### src/rtl/prog_loader_pkg.sv
// Shared constants and state encoding for the boot-time program loader.
// The width constants are also used by the instruction memory and processor top.
package prog_loader_pkg;

  localparam int INSTR_W        = 25;  // 5-bit opcode plus fields
  localparam int ADDR_W         = 8;   // matches the 8-bit PC
  localparam int OPCODE_W       = 5;
  localparam int BYTES_PER_WORD = 4;   // stream bytes per instruction word
  localparam int BYTE_W         = 8;
  localparam int CNT_W          = $clog2(BYTES_PER_WORD);

  typedef enum logic [2:0] {
    HDR,   // waiting for the word-count header byte
    DATA,  // collecting payload bytes of the current word
    WR,    // one-cycle instruction memory write
    CSUM,  // waiting for the checksum byte
    RUN,   // image verified, processor released
    ERR    // checksum mismatch, processor held
  } state_t;

endpackage

### src/rtl/prog_loader_word_assembler.sv
// Byte-to-word assembler: counts payload bytes, keeps the first three bytes of
// the current little-endian word and maintains the running XOR checksum.
// The 32-bit word is {current byte, three stored bytes}, so the complete word
// is available combinationally in the same cycle the fourth byte is accepted.
module prog_loader_word_assembler
  import prog_loader_pkg::*;
(
  input  logic               clk,
  input  logic               rst_n,
  input  logic               start,     // header byte accepted
  input  logic               shift,     // payload byte accepted
  input  logic [BYTE_W-1:0]  byte_in,
  output logic               word_full, // byte_in is the last byte of a word
  output logic [INSTR_W-1:0] word,      // assembled word, upper payload bits dropped
  output logic [BYTE_W-1:0]  csum
);

  localparam int LOW_W = BYTE_W * (BYTES_PER_WORD - 1);

  logic [CNT_W-1:0] byte_cnt;
  logic [LOW_W-1:0] low_bytes;

  // Byte counter, low-byte shift register and checksum update.
  always_ff @(posedge clk or negedge rst_n) begin
    // NOTE: the datapath register is reset along with the control state so a
    // mid-load reset never leaves stale bytes visible on the word output.
    if (!rst_n) begin
      byte_cnt  <= '0;
      low_bytes <= '0;
      csum      <= '0;
    end else if (start) begin
      // NOTE: non-blocking assignments so every register samples pre-edge values.
      byte_cnt <= '0;
      csum     <= byte_in;
    end else if (shift) begin
      byte_cnt  <= byte_cnt + 1'b1;
      low_bytes <= {byte_in, low_bytes[LOW_W-1:BYTE_W]};
      csum      <= csum ^ byte_in;
    end
  end

  assign word_full = (byte_cnt == CNT_W'(BYTES_PER_WORD - 1));
  assign word      = INSTR_W'({byte_in, low_bytes});

endmodule

### src/rtl/prog_loader.sv
// Boot-time instruction loader. Consumes a header/payload/checksum byte stream,
// writes 25-bit words sequentially into instruction memory from address 0 and
// keeps the processor in reset until the image checksum has been verified.
module prog_loader
  import prog_loader_pkg::*;
(
  input  logic               clk,
  input  logic               rst_n,
  input  logic               rx_valid,
  input  logic [BYTE_W-1:0]  rx_data,
  output logic               rx_ready,
  input  logic               load_req,
  output logic               imem_we,
  output logic [ADDR_W-1:0]  imem_addr,
  output logic [INSTR_W-1:0] imem_wdata,
  output logic               cpu_hold,
  output logic               load_done,
  output logic               load_err
);

  state_t              state;
  logic [ADDR_W-1:0]   n_words;      // header value; 0 encodes 256 words
  logic [ADDR_W-1:0]   word_cnt;
  logic [ADDR_W-1:0]   word_cnt_nxt;
  logic                xfer;
  logic                asm_start;
  logic                asm_shift;
  logic                word_full;
  logic [INSTR_W-1:0]  word;
  logic [BYTE_W-1:0]   csum;

  assign xfer         = rx_valid && rx_ready;
  assign asm_start    = xfer && (state == HDR);
  assign asm_shift    = xfer && (state == DATA);
  // 8-bit wrap makes "count reached N" also cover N=0 meaning 256 words.
  assign word_cnt_nxt = word_cnt + 1'b1;

  prog_loader_word_assembler u_asm (
    .clk       (clk),
    .rst_n     (rst_n),
    .start     (asm_start),
    .shift     (asm_shift),
    .byte_in   (rx_data),
    .word_full (word_full),
    .word      (word),
    .csum      (csum)
  );

  // Load sequencer with all outputs registered alongside the state.
  always_ff @(posedge clk or negedge rst_n) begin
    if (!rst_n) begin
      state      <= HDR;
      n_words    <= '0;
      word_cnt   <= '0;
      rx_ready   <= 1'b0;
      imem_we    <= 1'b0;
      imem_addr  <= '0;
      imem_wdata <= '0;
      cpu_hold   <= 1'b1;
      load_done  <= 1'b0;
      load_err   <= 1'b0;
    end else begin
      imem_we <= 1'b0;
      case (state)
        HDR: begin
          rx_ready <= 1'b1;
          if (xfer) begin
            n_words  <= ADDR_W'(rx_data);
            word_cnt <= '0;
            state    <= DATA;
          end
        end
        DATA: begin
          if (xfer && word_full) begin
            rx_ready   <= 1'b0;
            imem_we    <= 1'b1;
            imem_addr  <= word_cnt;
            imem_wdata <= word;
            state      <= WR;
          end
        end
        WR: begin
          word_cnt <= word_cnt_nxt;
          rx_ready <= 1'b1;
          state    <= (word_cnt_nxt == n_words) ? CSUM : DATA;
        end
        CSUM: begin
          if (xfer) begin
            rx_ready <= 1'b0;
            if (rx_data == csum) begin
              cpu_hold  <= 1'b0;
              load_done <= 1'b1;
              state     <= RUN;
            end else begin
              load_err <= 1'b1;
              state    <= ERR;
            end
          end
        end
        RUN: begin
          if (load_req) begin
            cpu_hold  <= 1'b1;
            load_done <= 1'b0;
            rx_ready  <= 1'b1;
            state     <= HDR;
          end
        end
        ERR: begin
          if (load_req) begin
            load_err <= 1'b0;
            rx_ready <= 1'b1;
            state    <= HDR;
          end
        end
        default: begin
          rx_ready <= 1'b0;
          state    <= HDR;
        end
      endcase
    end
  end

endmodule

### config.mk
export PLATFORM = sky130hd
export DESIGN_NAME = prog_loader
export DESIGN_NICKNAME = d
export VERILOG_FILES = /design/src/rtl/prog_loader_pkg.sv /design/src/rtl/prog_loader_word_assembler.sv /design/src/rtl/prog_loader.sv
export SDC_FILE = /design/constraint.sdc
export NUM_CORES = 1
export LEC_CHECK = 0
export BUFFER_PORTS_ARGS = -buffer_cell sky130_fd_sc_hd__buf_2
export CAP_MARGIN = 10
export CORE_MARGIN = 10
export CORE_UTILIZATION = 30
export CTS_CLUSTER_SIZE = 24
export DETAILED_ROUTE_END_ITERATION = 12
export PLACE_DENSITY = 0.52
export SLEW_MARGIN = 20
export SYNTH_ARGS = -nofsm -noshare
export SYNTH_HDL_FRONTEND = slang
export SYNTH_SLANG_ARGS = --single-unit
### constraint.sdc
create_clock -name clk -period 3.6 [get_ports clk]
set_input_delay 1.08 -clock clk [delete_from_list [all_inputs] [get_ports clk]]
set_output_delay 1.08 -clock clk [all_outputs]
set_load 0.005 [all_outputs]
==> impl_metrics.py <==
metrics = {
    "sta": {
        "grt_setup_unrepaired": "false",
        "worst_pin_slew_ns": 0.880,
        "hold_viol_final": 0,
        "fmax_mhz": 419,
        "timing.final.ws_setup_ns": 1.21,
        "min_period_ns": 2.39,
        "slew_headroom_pct": 41.3,
        "fin_skew_ns": 0.00371,
        "setup_viol": 0,
        "fin_crit_sh_pct": 66.3,
        "finalSetupTns_ns": 0,
        "slew_viol_final": 0,
    },
    "floorplan": {
        "fp-row-count": 42,
        "dieHeight_um": 137,
        "die_width_um": 137,
        "start_util_pct": 30.7,
        "die_area_sq_um": 18700,
        "coreArea_sq_um": 13300,
        "ios": 50,
    },
    "drt": {
        "drc_errors": 0,
        "first_pass_iters": 4,
        "vias": 2542,
        "routed_via_density": 4.66,
        "drt-total-wl_mm": 8.48,
        "drtAntennaViolNets": 0,
        "wl_per_cell_um": 15.6,
        "drt_iter0_drc": 102,
    },
    "synthesis": {
        "synth.most_common_cell": "dfrtp_1",
        "synth_edf_count": 0,
        "yosys.area.top_type_share_pct": 55.2,
        "async_flop_share_pct": 100,
        "synthFlopType": "dfrtp_1",
        "ys_ff_latch": 91,
        "seq_area_frac_synth_pct": 55.8,
        "ys_top_cells_by_count": "dfrtp_1, mux2_2, nand2_1, nor2_1",
        "synth_area_leaders": "dfrtp_1, mux2_2, xor2_1",
        "synthCells": 318,
        "yosysTopAreaCell": "dfrtp_1",
        "syn_nets": 332,
        "yosysUniqueCellTypes": 43,
        "synthesis.area_sq_um": 4080,
        "ys_warn_count": 0,
        "synth.avg_cell_area_sq_um": 12.8,
    },
    "clock_tree": {
        "cts_inserted_buffers": 9,
        "cts_tree": "done",
        "worst_skew_pair.late_latency_ns": 0.34,
        "clkTransAtPathRegs_ns": 0.07,
        "cts_setup_buffers": 0,
        "clock_sinks": 91,
        "hold_buffers": 0,
        "htreeDepth": 3,
        "cts_resized": 0,
        "clk_path_buf_depth": 2,
        "cts_root_buf": "clkbuf_16",
    },
    "critical_path": {
        "crit_fanout": 19,
        "r2r_slack_ns": 1.41,
        "worst_ep_arrival_time_ns": 2.64,
        "critPathLaunch": "rx_valid",
        "endpoint": "u_asm.csum[4]$_DFFE_PN0P_",
        "cp-start-kind": "input port",
        "reg2reg_from": "state[0]$_DFFE_PN0P_",
        "critPathRequiredTime_ns": 3.85,
        "crit_path_end_kind": "flip-flop",
        "worstSetupPathType": "input port to flip-flop",
        "r2r_cells": 5,
        "reg2reg_to": "u_asm.csum[4]$_DFFE_PN0P_",
    },
    "finish": {
        "diodes": 0,
        "drive_gt1_share_pct": 39.8,
        "syn_to_final_growth_pct": 16.6,
        "utilization_pct": 35.8,
        "multi_input_area_sq_um": 1680,
        "nets": 378,
        "nFillCells": 1337,
        "design_area_sq_um": 4760,
        "regArea_sq_um": 2280,
    },
    "placement": {
        "place_ws_ns": 0.848,
        "port_buffers": 49,
        "dp_hpwl_mm": 5.93,
        "postPlaceCellArea_sq_um": 4480,
        "gp_congestion": 0.736,
    },
    "worst_hold_path": {
        "hp-class": "flip-flop to flip-flop",
        "hold_depth": 1,
    },
    "power_and_ir_drop": {
        "power-per-cell-area_nw_per_um2": 845,
        "irDropWorstVdd_uv": 263,
        "leakage_nw": 2.17,
    },
    "global_routing": {
        "grt_max_degree": 47,
        "grt_pass1_wl_mm": 13.9,
        "grtUsageTotal_pct": 9.39,
        "antenna_found_initial": 0,
        "grt_pass1_vias": 2663,
        "grt_overflow": 0,
    },
    "status": {
        "run_status": "finished clean",
    },
    "flow_run": {
        "maxCapViolCount": 0,
    },
}
==> per-layer routing <==
layer / track usage [%] / wire [um]
met1: 11.9 / 3920
met2: 14.7 / 4080
met3: 2.05 / 318
met4: 4.79 / 157
met5: 0 / 0
==> placed cells by master (no fill, tap or decap), types with 3 or more instances in the layout <==
cell        n
mux2_2     62
inv_1       5
a21oi_2     6
mux2_1      3
nor3_1      3
a21oi_1    12
nor2_1     17
clkbuf_16   9
inv_6       3
nor4_1      3
dfrtp_1    90
buf_2      48
nor2b_1     3
xnor2_1     4
o21ai_0    14
xor2_1     14
nand2_1    22
nand3_1     5
a311oi_2    6
mux2i_1     6
==> state kept, by name, summed over array words and instances (netlist names) <==
signal / flops
imem_wdata: 25
u_asm.byte_cnt: 2
load_done: 1
n_words: 8
rx_ready: 1
state: 3
u_asm.csum: 8
load_err: 1
imem_we: 1
cpu_hold: 1
u_asm.low_bytes: 24
word_cnt: 8
imem_addr: 8
==> how the worst min path moves through the flow <==
| stage | startpoint | slack, ns | end |
|---|---|---|---|
| 6_report | u_asm.byte_cnt[0]$_DFFE_PN0P_ | 0.49 | u_asm.byte_cnt[0]$_DFFE_PN0P_ |
| 5_1_grt | imem_wdata[3]$_DFFE_PN0P_ | 0.51 | imem_wdata[3]$_DFFE_PN0P_ |
| 4_1_cts | u_asm.byte_cnt[0]$_DFFE_PN0P_ | 0.49 | u_asm.byte_cnt[0]$_DFFE_PN0P_ |
| 3_5_place_dp | imem_wdata[1]$_DFFE_PN0P_ | 0.49 | imem_wdata[1]$_DFFE_PN0P_ |
| 3_3_place_gp | u_asm.byte_cnt[0]$_DFFE_PN0P_ | 0.47 | u_asm.byte_cnt[0]$_DFFE_PN0P_ |
| 2_1_floorplan | u_asm.byte_cnt[0]$_DFFE_PN0P_ | 0.46 | u_asm.byte_cnt[0]$_DFFE_PN0P_ |
==> cells by family after synthesis <==
| kind of cell | share of synthesized area [%] |
|---|---|
| flip-flops | 55.8 |
| multiplexers | 19.4 |
| AND/OR/NAND/NOR | 8.46 |
| AO/OA/AOI/OAI | 8.89 |
| buffers and inverters | 2.97 |
| XOR/XNOR | 3.86 |
| adder cells (fa/ha/maj) | 0.613 |
==> power by group <==
group	total, mW	internal, mW	switching, mW
Sequential	1.82	1.48	0.344
Clock	0.898	0.494	0.404
Combinational	1.30	0.715	0.588
Total	4.02	2.69	1.34
==> cell type report <==
type                            instances  area share [%]
Multi-Input combinational cell        206            35.3
Inverter                                5           0.394
Sequential cell                        91            47.8
Clock inverter                          6           0.998
Clock buffer                           10            5.02
Tap cell                              176            4.62
Timing Repair Buffer                   51            5.78
==> critical path, cell delays in order <==
cell      delay [ns]
buf_2           0.11
nand2_1         0.15
or3_1           0.75
nand2_8         0.28
a21oi_2         0.08
a311oi_2        0.18
==> per-stage QoR <==
| step | hold WS (ns) | total power, mW | instances |
|---|---|---|---|
| 3_5_place_dp | 0.489 | 3.19 | 529 |
| 6_report | 0.489 | 4.02 | 545 |
| 4_1_cts | 0.494 | 4.10 | 545 |
| 5_1_grt | 0.509 | 4.31 | 545 |
| 2_1_floorplan | 0.457 | 2.74 | 318 |
| 3_3_place_gp | 0.468 | 3.14 | 529 |
No activity file was read; power rests on OpenSTA's default activity.
